### src/rtl/dino_pkg.sv
// rtl/dino_pkg.sv - shared types and constants for the dino obstacle lane
package dino_pkg;

  typedef enum logic [1:0] {
    IDLE     = 2'd0,
    COOLDOWN = 2'd1,
    ARMED    = 2'd2,
    ISSUE    = 2'd3
  } sched_state_e;

  localparam logic [15:0] LFSR_TAPS         = 16'hB400;
  localparam logic [15:0] LFSR_SEED_DEFAULT = 16'hACE1;

endpackage : dino_pkg

### src/rtl/lfsr16.sv
// rtl/lfsr16.sv - 16-bit right-shifting Galois LFSR with enable
module lfsr16
  import dino_pkg::*;
#(
  parameter logic [15:0] SEED = LFSR_SEED_DEFAULT
) (
  input  logic        clk_i,
  input  logic        rst_ni,
  input  logic        i_advance,
  output logic [15:0] o_lfsr
);

  // An all-zero seed would lock the register at zero forever.
  localparam logic [15:0] SEED_EFF = (SEED == 16'h0000) ? LFSR_SEED_DEFAULT : SEED;

  logic [15:0] r_lfsr;
  logic [15:0] w_lfsr_nxt;

  // Galois step: shift right, fold taps in when the outgoing bit is set.
  always_comb begin
    w_lfsr_nxt = {1'b0, r_lfsr[15:1]};
    if (r_lfsr[0]) begin
      w_lfsr_nxt = w_lfsr_nxt ^ LFSR_TAPS;
    end
  end

  // State register, advanced only when the enable is high.
  always_ff @(posedge clk_i or negedge rst_ni) begin
    if (!rst_ni) begin
      r_lfsr <= SEED_EFF;
    end else if (i_advance) begin
      r_lfsr <= w_lfsr_nxt;
    end
  end

  assign o_lfsr = r_lfsr;

endmodule : lfsr16

### src/rtl/obstacle_scheduler.sv
// rtl/obstacle_scheduler.sv - frame-synchronous spawn controller for cactus obstacle slots
module obstacle_scheduler
  import dino_pkg::*;
#(
  parameter int          N_SLOTS   = 2,
  parameter logic [15:0] LFSR_SEED = 16'hACE1,
  parameter int          INIT_GAP  = 30,
  parameter int          MIN_GAP   = 20,
  parameter logic [7:0]  GAP_MASK  = 8'h3F
) (
  input  logic               clk_i,
  input  logic               rst_ni,
  input  logic               next_frame_i,
  input  logic               run_i,
  input  logic [N_SLOTS-1:0] slot_busy_i,
  output logic [N_SLOTS-1:0] spawn_o,
  output logic [1:0]         rand_o,
  output logic [15:0]        spawn_count_o
);

  localparam logic [8:0] INIT_GAP_W = 9'(INIT_GAP);
  localparam logic [8:0] MIN_GAP_W  = 9'(MIN_GAP);

  sched_state_e       r_state;
  sched_state_e       w_state_nxt;
  logic [8:0]         r_gap;
  logic [8:0]         w_gap_nxt;
  logic [N_SLOTS-1:0] r_spawn;
  logic [N_SLOTS-1:0] w_spawn_nxt;
  logic [1:0]         r_rand;
  logic [1:0]         w_rand_nxt;
  logic [15:0]        r_spawn_count;
  logic [15:0]        w_count_nxt;

  logic [15:0]        w_lfsr;
  logic               w_unused_lfsr_hi;
  logic [8:0]         w_reload_gap;
  logic [N_SLOTS-1:0] w_pick;
  logic               w_found;

  // The random stream advances once per frame regardless of game state.
  lfsr16 #(
    .SEED (LFSR_SEED)
  ) u_lfsr (
    .clk_i     (clk_i),
    .rst_ni    (rst_ni),
    .i_advance (next_frame_i),
    .o_lfsr    (w_lfsr)
  );

  assign w_unused_lfsr_hi = ^w_lfsr[15:8];

  // Gap after a spawn: fixed floor plus masked random extra (max 510, fits 9 bits).
  assign w_reload_gap = MIN_GAP_W + {1'b0, (w_lfsr[7:0] & GAP_MASK)};

  // Lowest-index free slot, one-hot; w_found is low when every slot is busy.
  always_comb begin
    w_pick  = '0;
    w_found = 1'b0;
    for (int i = 0; i < N_SLOTS; i++) begin
      if (!slot_busy_i[i] && !w_found) begin
        w_pick[i] = 1'b1;
        w_found   = 1'b1;
      end
    end
  end

  // Next-state and datapath updates; stopping the game overrides everything.
  always_comb begin
    w_state_nxt = r_state;
    w_gap_nxt   = r_gap;
    w_spawn_nxt = r_spawn;
    w_rand_nxt  = r_rand;
    w_count_nxt = r_spawn_count;

    if ((r_state != IDLE) && !run_i) begin
      w_state_nxt = IDLE;
      w_spawn_nxt = '0;
      w_gap_nxt   = '0;
    end else begin
      case (r_state)
        IDLE: begin
          if (next_frame_i && run_i) begin
            w_gap_nxt   = INIT_GAP_W;
            w_state_nxt = COOLDOWN;
          end
        end
        COOLDOWN: begin
          if (next_frame_i) begin
            if (r_gap == 9'd0) begin
              w_state_nxt = ARMED;
            end else begin
              w_gap_nxt = r_gap - 9'd1;
            end
          end
        end
        ARMED: begin
          // Deferred, not dropped: wait here until some slot frees up.
          if (w_found) begin
            w_spawn_nxt = w_pick;
            w_rand_nxt  = w_lfsr[1:0];
            w_state_nxt = ISSUE;
          end
        end
        ISSUE: begin
          // Instances sample spawn_o on this frame tick; the request is done.
          if (next_frame_i) begin
            if (r_spawn_count != 16'hFFFF) begin
              w_count_nxt = r_spawn_count + 16'd1;
            end
            w_gap_nxt   = w_reload_gap;
            w_spawn_nxt = '0;
            w_state_nxt = COOLDOWN;
          end
        end
        default: begin
          w_state_nxt = IDLE;
          w_spawn_nxt = '0;
          w_gap_nxt   = '0;
        end
      endcase
    end
  end

  // Scheduler state registers.
  always_ff @(posedge clk_i or negedge rst_ni) begin
    if (!rst_ni) begin
      r_state       <= IDLE;
      r_gap         <= '0;
      r_spawn       <= '0;
      r_rand        <= '0;
      r_spawn_count <= '0;
    end else begin
      r_state       <= w_state_nxt;
      r_gap         <= w_gap_nxt;
      r_spawn       <= w_spawn_nxt;
      r_rand        <= w_rand_nxt;
      r_spawn_count <= w_count_nxt;
    end
  end

  assign spawn_o       = r_spawn;
  assign rand_o        = r_rand;
  assign spawn_count_o = r_spawn_count;

endmodule : obstacle_scheduler

### config.mk
export PLATFORM = sky130hd
export DESIGN_NAME = obstacle_scheduler
export DESIGN_NICKNAME = d
export VERILOG_FILES = /design/src/rtl/dino_pkg.sv /design/src/rtl/lfsr16.sv /design/src/rtl/obstacle_scheduler.sv
export SDC_FILE = /design/constraint.sdc
export NUM_CORES = 1
export LEC_CHECK = 0
export CORE_UTILIZATION = 62
export DETAILED_ROUTE_END_ITERATION = 10
export DONT_BUFFER_PORTS = 1
export PLACE_DENSITY = 0.76
export SYNTH_ARGS = -nofsm -noshare
export SYNTH_HDL_FRONTEND = slang
export SYNTH_SLANG_ARGS = --single-unit
### constraint.sdc
create_clock -name clk_i -period 2.8 [get_ports clk_i]
set_clock_uncertainty 0.1 [all_clocks]
set_input_delay 0.56 -clock clk_i [delete_from_list [all_inputs] [get_ports clk_i]]
set_output_delay 0.56 -clock clk_i [all_outputs]
set_load 0.02 [all_outputs]
=== Word-level counts from Yosys, hierarchy flattened ===
Cells that the tools add are included.

* Register bits: 47
* Bits of input ports: 6
* Output and inout bits: 20
* Logic and storage cells: 57

* Add/subtract/negate cells: 3
* Equal/unequal tests: 10
* Multiplexer cells: 21
* Bitwise operators: 2
* Reduce and logical (&&, ||, !) cells: 15

{| class="wikitable"
|+ Operator list
! kind !! number
|-
| 9-bit two-way mux || 5
|-
| 9-bit case mux with 3 select lines || 1
|-
| 2-bit two-way mux || 9
|-
| 3-bit != test, second input constant || 6
|-
| 16-bit by 1-bit adder with 16-bit output, second input constant || 1
|-
| 16-bit two-way mux || 1
|-
| 16-bit != test, second input constant || 1
|-
| 5-bit AND reduction || 2
|-
| 9-bit zero test || 1
|-
| 9-bit by 1-bit subtractor with 9-bit output, second input constant || 1
|-
| 2-bit case mux with 4 select lines || 1
|-
| 5-bit by 6-bit adder with 7-bit output, first input constant || 1
|-
| 3-bit AND reduction || 2
|-
| 2-bit equality test, second input constant || 2
|-
| 3-bit inverter with 4-bit output || 1
|-
| 2-bit case mux with 2 select lines || 1
|-
| 4-bit AND reduction || 1
|-
| 4-bit nonzero test || 1
|-
| 1-bit logical AND || 3
|-
| 1-bit two-way mux || 3
|-
| 3-bit nonzero test || 1
|-
| 2-bit by 1-bit equality test with 1-bit output, second input constant || 1
|-
| 1-bit zero test || 2
|-
| 2-bit zero test || 1
|-
| 2 further kinds || 2
|}

=== Depth between registers and ports, before layout ===
Gate-level depths: netlist (run 1).

* Word-level depth: 6
* Depth in mapped cells: 7
* Mapped depth without buffers: 6

=== Modules after synthesis ===
A second synthesis (run 1) with hierarchy kept.

* Cells, all modules: 234
* Area, all modules: 2,646.3 sq um

{| class="wikitable"
|+ By module, submodules not included
! module !! times used !! cells each !! area an instance (sq um) !! seq. area each (sq um)
|-
| obstacle_scheduler || 1 || 181 || 1,893.1 || 775.7
|-
| lfsr16 || 1 || 53 || 753.2 || 410.4
|}

=== Worst setup path after synthesis (run 1) ===
OpenSTA, ideal clock, no wires.

* Path type: reg2reg
* From: register r_state[1]
* To: register r_gap[4]
* Library setup time: 0.122 ns
* Data arrival time: 1.894 ns
* Data required time: 2.578 ns
* Slack: 0.684 ns
* Cell stages (with the launch flop): 8
* Buffers on the path: 1
* Period minus slack after synthesis: 2.116 ns
* Cell sequence: dfrtp_1 -> inv_1 -> ha_1 -> clkbuf_1 -> o21ai_0 -> or3_4 -> a21boi_1 -> a32o_1

* Cells in the longest elaborated chain, start to end: 4
* Elaborated cells between the ends (all ways): 13
* Those cells by class: 6 x eq/ne; 2 x mux; 5 x reduce/logical

{| class="wikitable"
|+ Ends and longest elaborated chain
! item !! line !! source
|-
| start: declaration || obstacle_scheduler.sv:24 || <nowiki>sched_state_e r_state;</nowiki>
|-
| start signal: assignment || obstacle_scheduler.sv:134 || <nowiki>r_state <= w_state_nxt;</nowiki>
|-
| 2-bit nonzero test || obstacle_scheduler.sv:76 || <nowiki>if ((r_state != IDLE) && !run_i) begin</nowiki>
|-
| 1-bit logical AND || obstacle_scheduler.sv:76 ||
|-
| 3-bit != test (no line) / 4-bit nonzero test (equally long branches) || - ||
|-
| 5-bit AND reduction (no line) || - ||
|-
| end signal: assignment || obstacle_scheduler.sv:135 || <nowiki>r_gap <= w_gap_nxt;</nowiki>
|-
| end: declaration || obstacle_scheduler.sv:26 || <nowiki>logic [8:0] r_gap;</nowiki>
|}

Parallel ways exist; a longest one is shown, timed or not.
A chain may end at the register's enable or synchronous reset.

=== Worst setup path in the final report (run 1) ===
* From: register r_state[1]
* To: register r_spawn_count[8], in the netlist spawn_count_o[8]

* Cells in the longest elaborated chain, start to end: 4
* Elaborated cells between the ends (all ways): 5
* Those cells by class: 1 x eq/ne; 1 x bitwise; 3 x reduce/logical

{| class="wikitable"
|+ Ends and longest elaborated chain
! item !! line !! source
|-
| 2-bit nonzero test || obstacle_scheduler.sv:76 ||
|-
| 1-bit logical AND || obstacle_scheduler.sv:76 ||
|-
| 1-bit inverter (no line) || - ||
|-
| 4-bit AND reduction (no line) * || - ||
|-
| end signal: assignment || obstacle_scheduler.sv:138 || <nowiki>r_spawn_count <= w_count_nxt;</nowiki>
|-
| end: declaration || obstacle_scheduler.sv:32 || <nowiki>logic [15:0] r_spawn_count;</nowiki>
|}

Mark *: on every way between the ends. The rest lies on a longest branch, timed or not.

==> impl_metrics.env, run 1 <==
export IMPL_status="finished clean"
export IMPL_grt_max_degree=48
export IMPL_finalNetCount=234
export IMPL_instances_no_fill=270
export IMPL_antenna_found_initial=0
export IMPL_tightest_slew_ns=0.8309
export IMPL_boundaryPins=26
export IMPL_switching_share_pct=40.13
export IMPL_multi_input_area_um2=1196
export IMPL_grt_pass1_vias=1759
export IMPL_use_met2_pct=40.10
export IMPL_ir_worst_vdd_uv=633.1
export IMPL_postCtsSetupBuffers=0
export IMPL_crit_family="simple AND/OR/NAND/NOR gates"
export IMPL_syn_area_per_cell_um2=11.14
export IMPL_fmax_mhz=432.2
export IMPL_finalHoldViolCount=0
export IMPL_portBuffers=0
export IMPL_final_period_utilization_pct=82.64
export IMPL_powerDensity_nw_per_um2=1074
export IMPL_synth_top_area_share_pct=40.00
export IMPL_total_power_mw=2.796
export IMPL_hold_slack_ns=0.2045
export IMPL_fin_crit_ns=2.314
export IMPL_area_growth_pct=6.667
export IMPL_via_per_inst=6.393
export IMPL_grt_overflow_total=0
export IMPL_internal_power_mw=1.674
export IMPL_setup_tns_ns=0
export IMPL_ys_warn_count=0
export IMPL_ys_seq_area_share_pct=48.62
export IMPL_utilization_pct=70.03
export IMPL_root_buffer="clkbuf_8"
export IMPL_synth_nets=232
export IMPL_dpl_instance_area_um2=2480
export IMPL_cts_inserted_buffers=5
export IMPL_synthTopCellsByArea="dfrtp_1 (40%), mux2_2 (9.2%), dfstp_2 (8.6%)"
export IMPL_grt_use_total_pct=26.06
export IMPL_maxSlewHeadroom_pct=44.09
export IMPL_cts_tree="done"
export IMPL_grtUsageMet1_pct=35.17
export IMPL_vias=1726
export IMPL_fp_dieH_um=64.73
export IMPL_yosys_most_used_dff="dfrtp_1"
export IMPL_wire_per_inst_um=17.30
export IMPL_htreeDepth=2
export IMPL_synthCells=219
export IMPL_worst_ep_arrival_time_ns=2.40
export IMPL_fp_dieW_um=64.73
export IMPL_max_stage_delay_ns=0.47
export IMPL_fillerInstances=282
export IMPL_grt_busiest_layer="met2"
export IMPL_cts_buffer_depth=2
export IMPL_rsz0062_at_grt="no"
export IMPL_power_frac_comb_pct=41.0
export IMPL_seq_area_um2=1186
export IMPL_use_met3_pct=6.690
export IMPL_synth_edff_count=0
export IMPL_placed_cells=260
export IMPL_synth_cell_type_count=52
export IMPL_netlist_area_um2=2440
export IMPL_path_cells="ha_1, o211ai_1, nor2_1, and3_1, mux2_2"
export IMPL_drt_wl_total_um=4672
export IMPL_drv_cap=0
export IMPL_finalSetupViolations=0
export IMPL_crit_type="reg -> reg"
export IMPL_ant_nets=0
export IMPL_min_path_type="in -> reg"
export IMPL_layout_drive_gt1_share_pct=19.82
export IMPL_clock_power_share_pct=14.2
export IMPL_seq_power_share_pct=44.8
export IMPL_endpoint_kind="register"
export IMPL_cts_resized_gates=0
export IMPL_worst_setup_hold_path_clk_slew_ns=0.08
export IMPL_diodes=0
export IMPL_grt_pass1_wl_um=8231
export IMPL_place_congestion=0.8634
export IMPL_dr_pass1_iters=4
export IMPL_critical_path_required_ns=2.89
export IMPL_initial_utilization_pct=65.66
export IMPL_worstPathBufferInverterCount=0
export IMPL_drt_iter0_markers=117
export IMPL_finalInstanceArea_um2=2603
export IMPL_async_flop_share_pct=100.0
export IMPL_placement_rows=22
export IMPL_cpMaxStageDelayCell="ha_1"
export IMPL_core_area_um2=3716
export IMPL_cts_hold_buf=2
export IMPL_clock_latency_ns=0.30
export IMPL_p_sw_mw=1.122
export IMPL_drcViolationCount=0
export IMPL_cp_start_kind="register"
export IMPL_fin_ws_ns=0.4861
export IMPL_dieArea_um2=4190
export IMPL_synth_seq_cells=47
export IMPL_slew_viol_final=0
export IMPL_dp_hpwl_um=3351
export IMPL_pre_cts_ws_ns=0.5283
export IMPL_worstPathMaxFanout=13
export IMPL_p_leak_nw=1.076
export IMPL_yosys_area_top_type="dfrtp_1"
export IMPL_cts_sinks=47
[cell type report]
class | instances | share of cell area, %
clock buffers | 6 | 2.788
clock inverters | 2 | 0.4808
inverters | 6 | 0.8654
multi-input cells | 157 | 45.96
flip-flops and latches | 47 | 45.58
well taps | 48 | 2.308
repair buffers | 4 | 2.019
[power by group through the flow]
| stage | clock (mW) | sequential [mW] | combinational (mW) |
|---|---|---|---|
| floorplan | 0 | 1.19 | 0.950 |
| global placement | 0 | 1.25 | 1.07 |
| detailed placement | 0 | 1.27 | 1.11 |
| CTS | 0.404 | 1.25 | 1.14 |
| global route | 0.426 | 1.29 | 1.29 |
| finish | 0.397 | 1.25 | 1.15 |
[synthesized netlist by cell type (3+ instances only)]
cell type and instances:
o31ai_1 3, buf_1 3, dfstp_2 8, mux2_2 20, ha_1 7, a21oi_1 8, nand2_1 8, nand4_1 5
nor4_1 3, and3_1 3, mux2i_1 3, a32o_1 4, xnor2_1 11, nor3_1 5, dfrtp_1 39, clkbuf_1 5
xor2_1 7, nor2_1 11, inv_1 6, a32oi_1 3, nand3_1 13, o21ai_0 7
[worst register-to-register path, delay by kind of cell (launching register included)]
family | cells | cell delay [ns]
DFF | 1 | 0.40
adders and majority gates | 1 | 0.47
muxes | 1 | 0.32
and+or+nand+nor | 2 | 0.57
AOI/OAI and AO/OA | 1 | 0.35
[per-layer routing]
layer	vias to the layer above	routed length [um]
met2	46	2211
met4	0	64
li1	825	-
met1	848	2155
met5	-	0
met3	7	240
[placed cells by master (no fill, tap or decap), types with 2 or more instances in the layout]
master / netlist / layout
clkbuf_8: 0 / 5
nor4b_1: 2 / 2
and3_1: 3 / 3
xor2_1: 7 / 7
a211oi_1: 2 / 2
a21oi_1: 8 / 8
dfrtp_1: 39 / 39
nor2_1: 11 / 11
nor3_1: 5 / 5
xnor2_1: 11 / 11
ha_1: 7 / 7
o2bb2ai_1: 2 / 2
o21ai_0: 7 / 7
nor4_1: 3 / 3
nand3_1: 13 / 13
mux2i_1: 3 / 3
o31ai_1: 3 / 3
nor2b_1: 2 / 2
dfstp_2: 8 / 8
mux2_2: 20 / 20
o211ai_1: 2 / 2
a32oi_1: 3 / 3
a2bb2oi_1: 2 / 2
a32o_1: 4 / 4
buf_4: 0 / 2
nand4_1: 5 / 5
inv_1: 6 / 6
nand2_1: 8 / 8
nand2b_1: 2 / 2
[path summary, 6_finish.rpt]
check                                       start                             to  slack, ns  cells past startpoint
max in group asynchronous                  rst_ni   u_lfsr.o_lfsr[0]$_DFFE_PN1P_       1.66                      2
max                        r_state[1]$_DFFE_PN0P_   spawn_count_o[8]$_DFFE_PN0P_       0.49                      5
min                                  next_frame_i  u_lfsr.o_lfsr[13]$_DFFE_PN1P_       0.20                      1
max reg2reg                r_state[1]$_DFFE_PN0P_   spawn_count_o[8]$_DFFE_PN0P_       0.49                      5
min in group asynchronous                  rst_ni           r_gap[6]$_DFFE_PN0P_       0.67                      2
min reg2reg                  r_gap[6]$_DFFE_PN0P_           r_gap[6]$_DFFE_PN0P_       0.39                      1
[flip-flops by register name, summed over array words and instances, names as in the netlist]
register	cells
u_lfsr.o_lfsr	16
r_state	2
rand_o	2
spawn_o	2
r_gap	9
spawn_count_o	16
[cells by family after synthesis]
family,Yosys count,synth area share (%)
simple gates,65,14.87
flops,47,48.62
compound gates,44,13.64
mux,23,10.46
xor+xnor,18,6.461
buf+inv,15,2.359
fa+ha+maj,7,3.590
(Power assumes the default switching activity.)
==> inputs of run 2 (changes only) <==
--- a/config.mk
+++ b/config.mk
@@ -5,10 +5,10 @@
 export SDC_FILE = /design/constraint.sdc
 export NUM_CORES = 1
 export LEC_CHECK = 0
-export CORE_UTILIZATION = 62
+export CORE_UTILIZATION = 56
 export DETAILED_ROUTE_END_ITERATION = 10
 export DONT_BUFFER_PORTS = 1
-export PLACE_DENSITY = 0.76
+export PLACE_DENSITY = 0.72
 export SYNTH_ARGS = -nofsm -noshare
 export SYNTH_HDL_FRONTEND = slang
 export SYNTH_SLANG_ARGS = --single-unit
==> constraint.sdc (replaced) <==
create_clock -name clk_i -period 2.1 [get_ports clk_i]
set_clock_uncertainty 0.1 [all_clocks]
set_input_delay 0.42 -clock clk_i [delete_from_list [all_inputs] [get_ports clk_i]]
set_output_delay 0.42 -clock clk_i [all_outputs]
set_load 0.02 [all_outputs]
==> run 2 against run 1 <==
Via count up 5.7%. Setup slack worse by 0.46 ns. Register-to-register slack got worse by 0.46 ns. Global-route usage down 1.3 points. Sequential share of layout area is 3.5 points lower. Clock power grew 42%. Critical path depth rose by 2. Sequential power increased by 30%. Total power is 47% higher. Routed wire length is 10% higher. Critical path type unchanged.
==> impl_metrics.env, run 2 (synthesis gave the netlist of run 1 again) <==
export IMPL_worst_setup_hold_path_clk_slew_ns=0.08
export IMPL_dpl_instance_area_um2=2625
export IMPL_drcViolationCount=0
export IMPL_finalHoldViolCount=0
export IMPL_cts_sinks=47
export IMPL_antenna_found_initial=0
export IMPL_drt_iter0_markers=141
export IMPL_utilization_pct=69.04
export IMPL_wire_per_inst_um=17.57
export IMPL_endpoint_kind="register"
export IMPL_dp_hpwl_um=3718
export IMPL_area_growth_pct=15.64
export IMPL_fin_ws_ns=0.02383
export IMPL_worst_ep_arrival_time_ns=2.20
export IMPL_initial_utilization_pct=59.71
export IMPL_placement_rows=23
export IMPL_final_cell_mix="dfrtp_1 (39), buf_4 (23), mux2_2 (20)"
export IMPL_finalSetupViolations=0
export IMPL_fp_dieW_um=68.01
export IMPL_hold_slack_ns=0.06521
export IMPL_ant_nets=0
export IMPL_drv_cap=0
export IMPL_maxSlewHeadroom_pct=57.98
export IMPL_grt_use_total_pct=24.74
export IMPL_htreeDepth=2
export IMPL_place_congestion=0.8647
export IMPL_portBuffers=0
export IMPL_cts_tree="done"
export IMPL_final_common_cell="dfrtp_1"
export IMPL_grt_max_degree=48
export IMPL_vias=1825
export IMPL_critical_path_required_ns=2.23
export IMPL_pre_cts_ws_ns=-0.02594
export IMPL_min_path_type="in -> reg"
export IMPL_p_leak_nw=1.197
export IMPL_grt_overflow_total=0
export IMPL_final_period_utilization_pct=98.87
export IMPL_fillerInstances=323
export IMPL_cts_buffer_depth=2
export IMPL_cts_inserted_buffers=5
export IMPL_crit_type="reg -> reg"
export IMPL_slew_viol_final=0
export IMPL_via_per_inst=6.229
export IMPL_core_area_um2=4086
export IMPL_finalNetCount=255
export IMPL_max_stage_delay_ns=0.47
export IMPL_rsz0062_at_grt="yes"
export IMPL_tightest_slew_ns=0.6276
export IMPL_ir_worst_vdd_uv=769.2
export IMPL_dr_pass1_iters=4
export IMPL_crit_family="simple AND/OR/NAND/NOR gates"
export IMPL_finalInstanceArea_um2=2821
export IMPL_grt_pass1_vias=1731
export IMPL_setup_tns_ns=0
export IMPL_layout_drive_gt1_share_pct=30.86
export IMPL_fin_crit_ns=2.076
export IMPL_powerDensity_nw_per_um2=1460
export IMPL_fp_dieH_um=68.01
export IMPL_path_cells="inv_2, ha_4, or4b_4, buf_4, nor2_2, o221a_2, mux2i_1"
export IMPL_worstPathMaxFanout=4
export IMPL_cpMaxStageDelayCell="or4b_4"
export IMPL_clock_latency_ns=0.31
export IMPL_drt_wl_total_um=5149
export IMPL_grt_pass1_wl_um=8259
export IMPL_diodes=0
export IMPL_status="finished clean"
export IMPL_boundaryPins=26
export IMPL_dieArea_um2=4625
export IMPL_root_buffer="clkbuf_8"
export IMPL_fmax_mhz=481.7
export IMPL_cp_start_kind="register"
export IMPL_worstPathBufferInverterCount=2
[run 2: timing repair]
| action | 4_1_cts | 5_1_grt |
|---|---|---|
| endpoints found under the setup margin | 9 | 19 |
| hold buffers | 2 | 0 |
| setup buffers | 0 | 2 |
| hold endpoints to repair | 47 | 0 |
| resized for setup | 3 | 10 |
| pin swaps | 0 | 4 |
[run 2: path summary, 6_finish.rpt]
path | start | endpoint | slack (ns) | cells past startpoint
max in group asynchronous | rst_ni | u_lfsr.o_lfsr[13]$_DFFE_PN1P_ | 1.11 | 2
worst max register to register | r_gap[0]$_DFFE_PN0P_ | r_state[0]$_DFFE_PN0P_ | 0.02 | 7
worst min register to register | u_lfsr.o_lfsr[10]$_DFFE_PN1P_ | u_lfsr.o_lfsr[10]$_DFFE_PN1P_ | 0.39 | 2
worst min-delay path | next_frame_i | u_lfsr.o_lfsr[10]$_DFFE_PN1P_ | 0.07 | 1
min in group asynchronous | rst_ni | r_gap[5]$_DFFE_PN0P_ | 0.51 | 2
worst max-delay path | r_gap[0]$_DFFE_PN0P_ | r_state[0]$_DFFE_PN0P_ | 0.02 | 7
[run 2: worst register-to-register path, delay by kind of cell (launching register included)]
| family | cells | cell delay, ns |
|---|---|---|
| AND/OR/NAND/NOR | 2 | 0.64 |
| multiplexers | 1 | 0.20 |
| buffers and inverters | 2 | 0.24 |
| AO/OA/AOI/OAI | 1 | 0.28 |
| adder cells (fa/ha/maj) | 1 | 0.13 |
| flip-flops | 1 | 0.40 |
[run 2: power breakdown]
part	total, mW	switching (mW)	internal, mW	leakage (nW)
clock network	0.565	0.295	0.270	0.0484
logic	1.94	0.991	0.944	0.566
registers	1.62	0.338	1.28	0.582
[run 2: cell type report]
class / count / area, um^2 / share of cell area [%]
multi-input cells: 157 / 1245 / 44.12
flip-flops and latches: 47 / 1186 / 42.04
repair buffers: 25 / 210.2 / 7.450
clock buffers: 7 / 86.33 / 3.060
well taps: 50 / 62.56 / 2.217
inverters: 6 / 22.52 / 0.7982
clock inverters: 1 / 8.758 / 0.3104
[run 2: stage by stage]
step | std cells | total power, mW
2_1_floorplan | 219 | 2.852
3_3_place_gp | 281 | 3.252
3_5_place_dp | 281 | 3.357
4_1_cts | 291 | 3.993
5_1_grt | 293 | 4.387
6_report | 293 | 4.120
[run 2: metal layers]
metal	wire length, um	up-vias	global-route usage, %
met5	0	-	0
met4	97	0	9.635
met3	198	11	7.333
met2	2490	30	38.24
met1	2362	919	32.51
li1	-	865	-
